==> src/rtl/mem_port_pkg.sv <==
// Shared encodings for the core-to-memory port controller.
// Size codes, FSM states and the default read latency.
package mem_port_pkg;

  typedef enum logic [1:0] {
    SZ_B = 2'b00,
    SZ_H = 2'b01,
    SZ_W = 2'b10,
    SZ_X = 2'b11
  } size_t;

  typedef enum logic [1:0] {
    IDLE  = 2'b00,
    ISSUE = 2'b01,
    RESP  = 2'b10
  } state_t;

  localparam int READ_LAT_DEF = 2;

  function automatic logic bad_req(
    input size_t      sz,
    input logic [1:0] ofs
  );
    return (sz == SZ_X)
        || (sz == SZ_H && ofs[0])
        || (sz == SZ_W && ofs != 2'b00);
  endfunction

endpackage

==> src/rtl/mem_lane_align.sv <==
// Byte-lane enables, store replication and load align/extend.
// Purely combinational; shared by request and response paths.
module mem_lane_align
  import mem_port_pkg::*;
(
  input  size_t       size,
  input  logic        sgn,
  input  logic [1:0]  ofs,
  input  logic [31:0] wdata,
  input  logic [31:0] rdata,
  output logic [3:0]  b_en,
  output logic [31:0] wrep,
  output logic [31:0] rext
);

  logic [31:0] sh;

  always_comb begin
    sh   = rdata >> {ofs, 3'b000};
    b_en = 4'b1111;
    wrep = wdata;
    rext = sh;
    unique case (1'b1)
      (size == SZ_B): begin
        b_en = 4'b0001 << ofs;
        wrep = {4{wdata[7:0]}};
        rext = {{24{sgn & sh[7]}}, sh[7:0]};
      end
      (size == SZ_H): begin
        b_en = 4'b0011 << ofs;
        wrep = {2{wdata[15:0]}};
        rext = {{16{sgn & sh[15]}}, sh[15:0]};
      end
      default: begin
        b_en = 4'b1111;
        wrep = wdata;
        rext = sh;
      end
    endcase
  end

endmodule

==> src/rtl/mem_port_ctrl.sv <==
// Single-outstanding load/store port between core and memory.
// IDLE accepts, ISSUE drives the memory, RESP pulses the result.
module mem_port_ctrl
  import mem_port_pkg::*;
#(
  parameter int ADDR_W   = 32,
  parameter int DATA_W   = 32,
  parameter int READ_LAT = READ_LAT_DEF
) (
  input  logic              gclk,
  input  logic              reset,
  input  logic              req_valid,
  output logic              req_ready,
  input  logic [ADDR_W-1:0] req_addr,
  input  logic              req_wen,
  input  logic [1:0]        req_size,
  input  logic              req_signed,
  input  logic [DATA_W-1:0] req_wdata,
  output logic              rsp_valid,
  output logic [DATA_W-1:0] rsp_rdata,
  output logic              rsp_error,
  output logic [ADDR_W-1:0] mem_addr,
  output logic [DATA_W-1:0] mem_wdata,
  output logic [3:0]        mem_b_en,
  output logic              mem_w_en,
  input  logic [DATA_W-1:0] mem_rdata,
  input  logic              mem_stall,
  input  logic              mem_error
);

  state_t            state;
  logic [2:0]        cnt;
  logic              err_q;
  logic              wen_q;
  logic              sgn_q;
  size_t             size_q;
  logic [ADDR_W-1:0] addr_q;

  logic              idle;
  logic              last;
  size_t             sel_size;
  logic              sel_sgn;
  logic [1:0]        sel_ofs;
  logic [3:0]        ben;
  logic [DATA_W-1:0] wrep;
  logic [DATA_W-1:0] rext;

  assign idle      = (state == IDLE);
  assign req_ready = idle && !reset;

  // Request fields feed the aligner at accept, latched copy afterwards.
  assign sel_size = idle ? size_t'(req_size) : size_q;
  assign sel_sgn  = idle ? req_signed : sgn_q;
  assign sel_ofs  = idle ? req_addr[1:0] : addr_q[1:0];

  assign last = wen_q || (cnt == 3'(READ_LAT - 1));

  mem_lane_align u_align (
    .size  (sel_size),
    .sgn   (sel_sgn),
    .ofs   (sel_ofs),
    .wdata (req_wdata),
    .rdata (mem_rdata),
    .b_en  (ben),
    .wrep  (wrep),
    .rext  (rext)
  );

  always_ff @(posedge gclk) begin
    if (reset) begin
      state     <= IDLE;
      cnt       <= 3'd0;
      err_q     <= 1'b0;
      wen_q     <= 1'b0;
      sgn_q     <= 1'b0;
      size_q    <= SZ_B;
      addr_q    <= '0;
      rsp_valid <= 1'b0;
      rsp_rdata <= '0;
      rsp_error <= 1'b0;
      mem_addr  <= '0;
      mem_wdata <= '0;
      mem_b_en  <= 4'b0000;
      mem_w_en  <= 1'b0;
    end else begin
      rsp_valid <= 1'b0;
      unique case (state)
        IDLE: begin
          if (req_valid) begin
            addr_q <= req_addr;
            wen_q  <= req_wen;
            sgn_q  <= req_signed;
            size_q <= size_t'(req_size);
            if (bad_req(size_t'(req_size), req_addr[1:0])) begin
              state     <= RESP;
              rsp_valid <= 1'b1;
              rsp_error <= 1'b1;
              rsp_rdata <= '0;
            end else begin
              state     <= ISSUE;
              cnt       <= 3'd0;
              err_q     <= 1'b0;
              mem_addr  <= req_addr;
              mem_wdata <= wrep;
              mem_b_en  <= ben;
              mem_w_en  <= req_wen;
            end
          end
        end
        ISSUE: begin
          if (mem_error) err_q <= 1'b1;
          if (!mem_stall) cnt <= cnt + 3'd1;
          if (!mem_stall && last) begin
            state     <= RESP;
            rsp_valid <= 1'b1;
            rsp_error <= err_q | mem_error;
            rsp_rdata <= (wen_q | err_q | mem_error) ? '0 : rext;
            mem_b_en  <= 4'b0000;
            mem_w_en  <= 1'b0;
          end
        end
        RESP: begin
          state <= IDLE;
        end
        default: begin
          state <= IDLE;
        end
      endcase
    end
  end

endmodule

==> config.mk <==
export PLATFORM = sky130hd
export DESIGN_NAME = mem_port_ctrl
export DESIGN_NICKNAME = d
export VERILOG_FILES = /design/src/rtl/mem_port_pkg.sv /design/src/rtl/mem_lane_align.sv /design/src/rtl/mem_port_ctrl.sv
export SDC_FILE = /design/constraint.sdc
export NUM_CORES = 1
export LEC_CHECK = 0
export CORE_ASPECT_RATIO = 1.4
export CORE_MARGIN = 1
export CORE_UTILIZATION = 35
export CTS_CLUSTER_DIAMETER = 200
export CTS_CLUSTER_SIZE = 10
export DETAILED_ROUTE_END_ITERATION = 16
export GPL_TIMING_DRIVEN = 0
export PLACE_DENSITY = 0.76
export SETUP_SLACK_MARGIN = 0.5
export SLEW_MARGIN = 20
export SYNTH_ARGS = -nofsm -noshare
export SYNTH_HDL_FRONTEND = slang
export SYNTH_SLANG_ARGS = --single-unit
==> constraint.sdc <==
create_clock -name gclk -period 3.75 [get_ports gclk]
set_input_delay 0.375 -clock gclk [delete_from_list [all_inputs] [get_ports gclk]]
set_output_delay 0.375 -clock gclk [all_outputs]
set_load 0.03 [all_outputs]
# Word-level counts from Yosys, hierarchy flattened
# Index checks and enable logic that the tools add are counted.
# totals
word_cells	95
register_bits	115
# classes
shift	3
n_addsub	1
bitwise_logic	6
mux	39
reduce_logical	20
eq_ne	12
# ops
cell	count
$pmux 32 s2	3
$mux 32	4
$shr 32x5->32	1
$pmux 4 s2	2
$reduce_and 4->1	4
$mux 1	13
$mux 4	3
$mux 2	5
$ne 2x2->1 const B	5
$mux 3	3
$pmux 1 s2	4
$eq 2x1->1 const B	3
$pmux 3 s2	1
$eq 2x2->1 const B	2
$logic_and 1x1->1	4
$logic_not 2->1	2
$pmux 2 s2	1
$reduce_and 2->1	2
$reduce_bool 2->1	2
$shl 1x2->4 const A	1
$shl 2x2->4 const A	1
$add 3x1->3 const B	1
$eq 3x1->1 const B	1
$logic_or 1x1->1	3
other kinds (6)	10

# Longest topological paths before layout
# Gate-level depths: netlist (run 1).
# depth
word_depth	8
depth_mapped	11

# Cells and area by module
# A second synthesis (run 1) with hierarchy kept.
# unflattened
hier_cells	716
hier_area_um2	5866.9
# modules_own_cells
module	seq_area_each_um2	area_each_um2	instances	cells_each
mem_port_ctrl	2302.2	4478.0	1	523
mem_lane_align	0.0	1388.8	1	193

# Worst setup path before layout (run 1)
# OpenSTA, ideal clock, no wires.
# synth_path
path_type	register -> register
start	register state[0]
end	register rsp_rdata[3]
setup_slack_ns	1.573
arrival_ns	2.061
required_time_ns	3.633
stages_incl_launch_ff	8
path_buffers	3
synth_period_minus_slack_ns	2.177
cell_sequence	dfxtp_1 > buf_6 > or2_1 > buf_6 > mux2i_4 > buf_2 > mux4_2 > a22o_1
# synth_between
elab_chain_len	7
# synth_lines
element	line_no	text
start: declaration	mem_port_ctrl.sv:31	state_t state;
start signal: assignment	mem_port_ctrl.sv:71	state <= IDLE;
start signal: assignment	mem_port_ctrl.sv:95	state <= RESP;
start signal: assignment	mem_port_ctrl.sv:100	state <= ISSUE;
$logic_not 2->1	mem_port_ctrl.sv:48, mem_port_ctrl.sv:87	
$mux 2	mem_port_ctrl.sv:54	assign sel_ofs = idle ? req_addr[1:0] : addr_q[1:0];
$shr 32x5->32	mem_lane_align.sv:19	sh = rdata >> {ofs, 3'b000};
$pmux 32 s2	mem_lane_align.sv:23	unique case (1'b1)
$mux 32	mem_port_ctrl.sv:117	rsp_rdata <= (wen_q | err_q | mem_error) ? '0 : rext;
$mux 32	mem_port_ctrl.sv:113	if (!mem_stall && last) begin
$pmux 32 s2	mem_port_ctrl.sv:87	unique case (state)
end signal: assignment	mem_port_ctrl.sv:117	
end: declaration	mem_port_ctrl.sv:20	output logic [DATA_W-1:0] rsp_rdata,
# Several ways; a longest one is shown, not always the timed one. The select of a mux whose other input is x is not followed.
# A chain may end at the register's enable or synchronous reset.

# Final worst setup path (run 1)
# layout_path
start	input reset
end	output req_ready
# layout_between
elab_chain_len	2
# layout_lines
element	line_no	text
start: declaration	mem_port_ctrl.sv:11	input logic reset,
$logic_not 1->1	mem_port_ctrl.sv:49	assign req_ready = idle && !reset;
$logic_and 1x1->1	mem_port_ctrl.sv:49	
end: declaration	mem_port_ctrl.sv:13	output logic req_ready,
# Every way passes these cells.

==> results.cfg, run 1 <==
[sta]
finalCriticalPeriod_ns = 2.97
post-route-period-util_pct = 79.1
tightest_slew_ns = 0.959
slew_headroom_pct = 34.2
finalHoldViolCount = 0
grt_setup_unrepaired = false
setup_violations = 0
max_freq_mhz = 337
slew_viol_final = 0
finalClockSkew_ns = 0.00850
fin_tns_setup_ns = 0

[global_routing]
antenna_found_initial = 0
grt.total_usage_pct = 23.6
first_global_vias = 4925
grt_start_max_net_pins = 17
gr-total-overflow = 0
grt_first_pass_wirelength_um = 26000

[logic_synthesis]
synthFlopType = dfxtp_1
ys_seq_area_share_pct = 45.7
synth_edf_count = 0
synthDistinctLibCells = 49
synth_warnings = 0
synth_area_um2 = 5040
postSynthCellCount = 595
syn_avg_cell_area_um2 = 8.47
syn-num-nets = 702
async_reset_ff_share_pct = 0
synth-seq-cells = 115

[placed_design]
dpl_cell_area_um2 = 7360
io_buffers = 208
place.gp.congestion = 0.887
hpwl_um = 13300

[run_status]
status = complete, no violations

[floorplanning]
coreArea_um2 = 14000
pin_count = 209
initial_core_util_pct = 36.1
die-area_um2 = 14900
die_h_um = 144
num_rows = 51
dieWidth_um = 103

[final_layout]
final_nets = 929
drive_gt1_share_pct = 8.62
mostFrequentLayoutCells = 208 x clkdlybuf4s50_1, 159 x nand2_1, 115 x dfxtp_1, 82 x a21oi_1, 48 x nor2_1
final_area_um2 = 7980
syn2layout_area_growth_pct = 58.3
fillers = 1214
diodes = 0
layout_commonest_cell = clkdlybuf4s50_1

[pwr]
p_leak_nw = 2.88
p_int_mw = 2.70
swShare_pct = 29.1
p_per_area_nw_per_um2 = 477
p_seq_share_pct = 34.8
pwr-share-clk_pct = 44.1
power_switching_mw = 1.11
ir_worst_vdd_v = 0.000248
p_comb_share_pct = 21.1

[clocking]
postCtsSetupRepairBufs = 0
h-tree-depth = 4
cts_tree = done
cts.sinks = 115
cts_resized = 0
cts_made_buffers = 17
cts_buffer_depth = 2
hold_buffers = 0
ctsRootBufferMaster = clkbuf_16
worstSkewPairLatency_ns = 0.41
clk_pin_slew_worst_paths_ns = 0.05

[routing]
num_vias = 5286
ant_nets = 0
dr.pass1.iters = 5
drc = 0
drt_iter0_drc = 198
via_per_inst = 5.18
wire_per_inst_um = 17.4
routed_wl_um = 17700

[worst_setup_path]
crit_chain = clkdlybuf4s50_1 > clkbuf_1 > clkbuf_1 > nor2_1 > clkdlybuf4s50_1
path_buf_inv = 4
setup.worst_path.end_class = output port
cp_max_fo = 10
worstPathArrival_ns = 2.59
required_ns = 3.38
cp_slowest_cell = clkdlybuf4s50_1
path_class = primary input to output port
cp_top_family = buffers and inverters
rrSetupSlack_ns = 0.92
start_kind = primary input
critPathMaxStageDelay_ns = 0.63

[hold_path]
min_path_type = flip-flop to flip-flop

[run]
maxCapViolCount = 0
[cell families (layout without fill, tap and decap cells)]
family | after synthesis | after routing | share of synthesized area, %
buf+inv | 46 | 286 | 4.17
compound gates | 162 | 162 | 22.5
mux | 22 | 22 | 6.65
simple gates | 246 | 246 | 20.2
flops | 115 | 115 | 45.7
fa+ha+maj | 2 | 2 | 0.496
xor+xnor | 2 | 2 | 0.348
[flip-flops by register name, summed over array words and instances (netlist names), 2 cells and up]
register and flops:
cnt 3, rsp_rdata 32, addr_q 2, mem_b_en 4, mem_wdata 32, mem_addr 32, state 2, size_q 2
[stage by stage]
stage	utilization [%]	total power, mW	hold WS, ns	cells	setup WS [ns]
global placement	52.6	2.14	0.428	988	0.613
floorplan	-	1.79	0.447	595	1.57
finish	57.1	3.81	0.440	1020	0.783
global route	57.1	3.95	0.465	1020	0.706
CTS	57.1	3.83	0.441	1020	0.795
detailed placement	52.7	2.15	0.433	988	0.588
[final timing paths]
check / cells after the start / start / end
worst max-delay path: 5 / reset / req_ready
worst min-delay path: 2 / mem_b_en[0]$_SDFFE_PP0P_ / mem_b_en[0]$_SDFFE_PP0P_
worst max register to register: 5 / state[1]$_SDFFE_PP0P_ / mem_b_en[3]$_SDFFE_PP0P_
worst min register to register: 2 / mem_b_en[0]$_SDFFE_PP0P_ / mem_b_en[0]$_SDFFE_PP0P_
[power by group through the flow]
stage	Combinational, mW	Clock (mW)	Sequential (mW)
after floorplan	0.344	0	1.45
after global placement	0.794	0	1.35
after detailed placement	0.801	0	1.35
after CTS	0.806	1.70	1.33
after global routing	0.859	1.76	1.33
final	0.804	1.68	1.33
[cell usage after synthesis, types with 2 or more instances]
library cell  instances  share of area, %
nand2_1             159                12
a22o_1               11               1.9
buf_1                 3              0.22
a21oi_1              82               8.1
a221oi_1              9               1.6
o2bb2ai_1            13               2.3
a311oi_1              8               1.4
mux4_2                7               3.1
a22oi_1               2              0.30
nor2_1               48               3.6
nand2b_1              2              0.25
mux2_4                2              0.60
nor2b_1               2              0.25
ha_1                  2              0.50
inv_1                 5              0.37
o21ai_0              13               1.3
o211ai_1              4              0.60
or2_2                 2              0.25
buf_2                 5              0.50
dfxtp_1             115                46
nand3b_1              2              0.30
clkbuf_1             28               2.1
buf_6                 4              0.89
o22ai_1               2              0.25
nand4_1               2              0.25
nor3_1               22               2.2
o2bb2ai_2            10               3.0
mux2i_1              10               2.0
[metal layers]
| metal | track usage (%) | up-vias | wire, µm |
|---|---|---|---|
| li1 | - | 2547 | - |
| met1 | 24.3 | 2426 | 6550 |
| met2 | 42.3 | 272 | 8770 |
| met3 | 6.81 | 41 | 1670 |
| met4 | 12.7 | 0 | 752 |
| met5 | 0 | - | 0 |
[cell type report]
cell class / count / area [µm²] / area share [%]
Timing Repair Buffer: 208 / 2080 / 26.1
Tap cell: 185 / 231 / 2.90
Inverter: 5 / 18.8 / 0.235
Clock buffer: 19 / 443 / 5.55
Buffer: 41 / 191 / 2.40
Multi-Input combinational cell: 434 / 2530 / 31.7
Clock inverter: 13 / 175 / 2.20
Sequential cell: 115 / 2300 / 28.9
[tightest hold or removal path, cell delays in order (launching register included)]
cell,delay [ns]
dfxtp_1,0.31
nand2_1,0.05
nand2_1,0.04
Power figures use the tool's default switching activity.
==> run 2, diff against run 1 <==
clock period = 3.06 ns   (was 3.75 ns; I/O delays follow)
==> run 2 against run 1 <==
Net effect: via count rose by 0.30%; die area unchanged; final cell count did not move; largest cell class unchanged; largest power group unchanged.
==> results.cfg, run 2 (same netlist as run 1, synthesis figures left out) <==
[final_layout]
layout_commonest_cell = clkdlybuf4s50_1
regArea_um2 = 2300
top_regs = mem_addr (32), mem_wdata (32), rsp_rdata (32)
final_nets = 929
drive_gt1_share_pct = 9.94
mostFrequentLayoutCells = 208 x clkdlybuf4s50_1, 159 x nand2_1, 115 x dfxtp_1, 82 x a21oi_1, 47 x nor2_1
diodes = 0
syn2layout_area_growth_pct = 58.7
final_area_um2 = 8000
multi_input_area_um2 = 2540
fillers = 1209

[routing]
ant_nets = 0
via_per_inst = 5.20
drt_iter0_drc = 211
num_vias = 5302
drc = 0
wire_per_inst_um = 17.5
dr.pass1.iters = 5
routed_wl_um = 17800

[sta]
finalCriticalPeriod_ns = 2.45
max_freq_mhz = 408
fin_ws_ns = 0.609
post-route-period-util_pct = 80.1
grt_setup_unrepaired = true
finalHoldViolCount = 0
slew_headroom_pct = 40.3
finalClockSkew_ns = 0.0106
setup_violations = 0
slew_viol_final = 0
tightest_slew_ns = 0.890

[placed_design]
dpl_cell_area_um2 = 7360
dp_slack_ns = -0.0333
io_buffers = 208
place.gp.congestion = 0.887
hpwl_um = 13300

[worst_setup_path]
reg2reg_depth = 9
worstReg2RegStart = state[1]$_SDFFE_PP0P_
path_buf_inv = 3
required_ns = 3.39
start_kind = flip-flop
cp.depth = 9
cp_slowest_cell = nor3_2
setup.worst_path.end_class = flip-flop
r2r_end = rsp_rdata[10]$_SDFFE_PP0P_
cpMostUsedCell = buf_6
cp_max_fo = 10
rrSetupSlack_ns = 0.61
crit_chain = or2_1 > buf_6 > buf_6 > o21a_1 > buf_2 > nor3_2 > o2bb2ai_1 > o21ai_0 > a21oi_1
critPathMaxStageDelay_ns = 0.51
cp_top_family = simple AND/OR/NAND/NOR gates
worstPathArrival_ns = 2.78
path_class = flip-flop to flip-flop
cp-endpoint = rsp_rdata[10]$_SDFFE_PP0P_
cp-startpoint = state[1]$_SDFFE_PP0P_

[floorplanning]
coreArea_um2 = 14000
dieWidth_um = 103
die-area_um2 = 14900
pin_count = 209
initial_core_util_pct = 36.1
die_h_um = 144
num_rows = 51

[pwr]
p_per_area_nw_per_um2 = 584
ir_worst_vdd_v = 0.000304
p_leak_nw = 2.91
total_power_mw = 4.67

[clocking]
ctsRootBufferMaster = clkbuf_16
worstSkewPairLatency_ns = 0.41
clk_pin_slew_worst_paths_ns = 0.06
cts_made_buffers = 17
cts_buffer_depth = 2
cts.sinks = 115
hold_buffers = 0
postCtsSetupRepairBufs = 0
h-tree-depth = 4
cts_tree = done
cts_resized = 4

[run_status]
status = complete, no violations

[global_routing]
gr-total-overflow = 0
grt_first_pass_wirelength_um = 26000
grt.total_usage_pct = 23.7
first_global_vias = 4931
busiest_layer = met2
grt_start_max_net_pins = 17
use_met2_pct = 42.3
grt.met1_usage_pct = 24.1
antenna_found_initial = 0
use_met3_pct = 7.25

[hold_path]
min_path_type = flip-flop to flip-flop
hold_depth = 2

[run]
maxCapViolCount = 0
[run 2: worst min-delay path by stage]
stage                             startpoint                   endpoint
floorplan                            req_wen      mem_w_en$_SDFFE_PP0P_
global placement    mem_b_en[0]$_SDFFE_PP0P_   mem_b_en[0]$_SDFFE_PP0P_
detailed placement  mem_b_en[0]$_SDFFE_PP0P_   mem_b_en[0]$_SDFFE_PP0P_
CTS                              req_addr[5]   mem_addr[5]$_SDFFE_PP0P_
global route                    req_addr[31]  mem_addr[31]$_SDFFE_PP0P_
finish              mem_b_en[0]$_SDFFE_PP0P_   mem_b_en[0]$_SDFFE_PP0P_
[run 2: per-layer routing]
metal	vias up	share of wire, %
met2	283	49
met1	2432	37
met3	42	9.4
met4	0	4.3
met5	-	0
li1	2545	-
[run 2: cell type report]
cell class | instances | share of cell area, %
buffer | 41 | 2.52
clock buffer | 19 | 5.54
clock inverter | 13 | 2.19
inverter | 5 | 0.235
multi-input combinational | 434 | 31.8
sequential | 115 | 28.8
tap | 185 | 2.89
timing repair buffer | 208 | 26.0
[run 2: worst reg2reg max path, cell delays in order, from the launching register on]
cell and delay, ns:
dfxtp_1 0.39, or2_1 0.28, buf_6 0.14, buf_6 0.14, o21a_1 0.18, buf_2 0.19, nor3_2 0.51, o2bb2ai_1 0.25
o21ai_0 0.13, a21oi_1 0.19
[run 2: power breakdown]
part | switching [mW] | internal [mW] | leakage, nW | total, mW
combinational | 0.573 | 0.419 | 1.68 | 0.992
clock | 0.740 | 1.31 | 0.294 | 2.05
sequential | 0.0491 | 1.58 | 0.936 | 1.62
[run 2: through the flow]
step           setup TNS, ns  hold WS, ns  utilization [%]  cells
3_3_place_gp         -0.0344        0.428             52.6    988
4_1_cts                    0        0.432             57.2   1020
5_1_grt                    0        0.446             57.2   1020
2_1_floorplan              0        0.439                -    595
6_report                   0        0.440             57.2   1020
3_5_place_dp          -0.286        0.433             52.7    988
==> run 3, diff against run 2 <==
clock period = 2.45 ns   (was 3.06 ns; I/O delays follow)
==> run 3 against run 2 <==
Net effect: utilization rose by 5.2 points; worst hold slack lost 0.14 ns; combinational power rose by 52%; non-clock buffer count up 28; worst setup slack lost 0.39 ns; register-to-register slack worse by 0.39 ns; fmax grew 10%; critical path type unchanged.
==> results.cfg, run 3 (same netlist as run 1, synthesis figures left out) <==
[global_routing]
gr-total-overflow = 0
grt_start_max_net_pins = 17
antenna_found_initial = 0
first_global_vias = 5360
grt.total_usage_pct = 25.6
grt_first_pass_wirelength_um = 28200

[final_layout]
syn2layout_area_growth_pct = 73.1
layout_commonest_cell = clkdlybuf4s50_1
fillers = 1133
fin_util_pct = 62.4
fin_cells = 1050
drive_gt1_share_pct = 18.8
diodes = 0
final_nets = 959
top_regs = mem_addr (32), mem_wdata (32), rsp_rdata (32)
mostFrequentLayoutCells = 205 x clkdlybuf4s50_1, 152 x nand2_1, 113 x dfxtp_1, 81 x a21oi_1, 43 x nor2_1

[worst_setup_path]
rrSetupSlack_ns = 0.22
r2r_end = rsp_rdata[27]$_SDFFE_PP0P_
reg2reg_depth = 11
cp_max_fo = 10
start_kind = flip-flop
worstReg2RegStart = state[0]$_SDFFE_PP0P_
setup.worst_path.end_class = flip-flop
worstPathArrival_ns = 2.52
path_class = flip-flop to flip-flop
required_ns = 2.75

[sta]
fin_tns_setup_ns = 0
slew_headroom_pct = 33.1
post-route-period-util_pct = 90.9
tightest_slew_ns = 0.997
finalHoldViolCount = 0
max_freq_mhz = 449
finalCriticalPeriod_ns = 2.23
setup_violations = 0
grt_setup_unrepaired = true
slew_viol_final = 0
finalClockSkew_ns = 0.0127

[hold_path]
min_path_type = primary input to flip-flop
hp-start = req_addr[0]
min_to = addr_q[0]$_SDFFE_PP0P_
hold_depth = 3

[floorplanning]
num_rows = 51
dieWidth_um = 103
die_h_um = 144
coreArea_um2 = 14000
initial_core_util_pct = 36.1
pin_count = 209
die-area_um2 = 14900

[pwr]
p_per_area_nw_per_um2 = 715
ir_worst_vdd_v = 0.000445
power_switching_mw = 1.84
p_comb_share_pct = 24.1
pwr-share-clk_pct = 43.3
swShare_pct = 29.5
p_int_mw = 4.40
p_leak_nw = 3.27
p_seq_share_pct = 32.6

[placed_design]
place_inst = 988
place.gp.congestion = 0.904
io_buffers = 208
hpwl_um = 13500

[clocking]
hold_buffers = 0
cts.sinks = 115
clk_pin_slew_worst_paths_ns = 0.06
cts_tree = done
cts_buffer_depth = 2
worstSkewPairLatency_ns = 0.41
h-tree-depth = 4
ctsRootBufferMaster = clkbuf_16
cts_made_buffers = 17

[run]
maxCapViolCount = 0

[routing]
num_vias = 5475
ant_nets = 0
drc = 0
drt_iter0_drc = 204
wire_per_inst_um = 18.6
routed_wl_um = 19500
dr.pass1.iters = 8
via_per_inst = 5.21

[run_status]
status = complete, no violations
-- run 3: per-layer routing --
layer	share of wire [%]	vias to the layer above	track usage (%)
met5	0	-	0
li1	-	2604	-
met4	3.9	0	13.0
met1	36	2525	25.5
met3	10	50	9.04
met2	50	296	46.0
-- run 3: per-stage QoR --
stage	setup slack (ns)	power [mW]	cell area, µm²	hold slack (ns)
final	0.223	6.24	8730	0.300
after global routing	0.160	6.46	8730	0.296
after CTS	0.259	6.15	8430	0.371
after detailed placement	-0.384	3.30	7380	0.431
after global placement	-0.339	3.29	7370	0.428
after floorplan	0.345	2.75	5060	0.378
-- run 3: power by group through the flow --
stage,Clock [mW],Sequential [mW],Combinational [mW]
global route,2.82,2.04,1.60
detailed placement,0,2.07,1.23
CTS,2.73,2.03,1.38
global placement,0,2.06,1.23
finish,2.70,2.03,1.51
floorplan,0,2.22,0.535
-- run 3: what timing repair did --
item	in CTS	in global routing
pin swaps	10	15
cloned	1	3
setup endpoints to repair	114	106
gates resized for setup	72	66
hold endpoints to repair	0	0
buffers inserted	20	6
-- run 3: how the worst max path moves through the flow --
stage	from	to	slack, ns	cells after the start
2_1_floorplan	state[0]$_SDFFE_PP0P_	rsp_rdata[27]$_SDFFE_PP0P_	0.34	9
3_3_place_gp	req_addr[1]	rsp_rdata[6]$_SDFFE_PP0P_	-0.34	7
3_5_place_dp	req_addr[0]	rsp_rdata[6]$_SDFFE_PP0P_	-0.38	7
4_1_cts	state[0]$_SDFFE_PP0P_	rsp_rdata[27]$_SDFFE_PP0P_	0.26	10
5_1_grt	state[0]$_SDFFE_PP0P_	rsp_rdata[29]$_SDFFE_PP0P_	0.16	10
6_report	state[0]$_SDFFE_PP0P_	rsp_rdata[27]$_SDFFE_PP0P_	0.22	11
-- run 3: critical path: stages, from the launching register on --
cell and delay, ns:
dfxtp_2 0.31, buf_6 0.12, or2_1 0.22, buf_6 0.14
buf_8 0.14, mux2_4 0.35, a21oi_4 0.17, a221oi_4 0.09
buf_6 0.13, o21ai_4 0.19, buf_8 0.19, o2bb2ai_2 0.07
-- run 3: cell type report --
class / instances / area (µm²) / share of cell area, %
Multi-Input combinational cell: 436 / 2840 / 32.6
Timing Repair Buffer: 236 / 2390 / 27.4
Sequential cell: 115 / 2300 / 26.4
Clock buffer: 19 / 443 / 5.08
Buffer: 41 / 300 / 3.44
Tap cell: 185 / 231 / 2.65
Clock inverter: 13 / 198 / 2.27
Inverter: 5 / 18.8 / 0.215
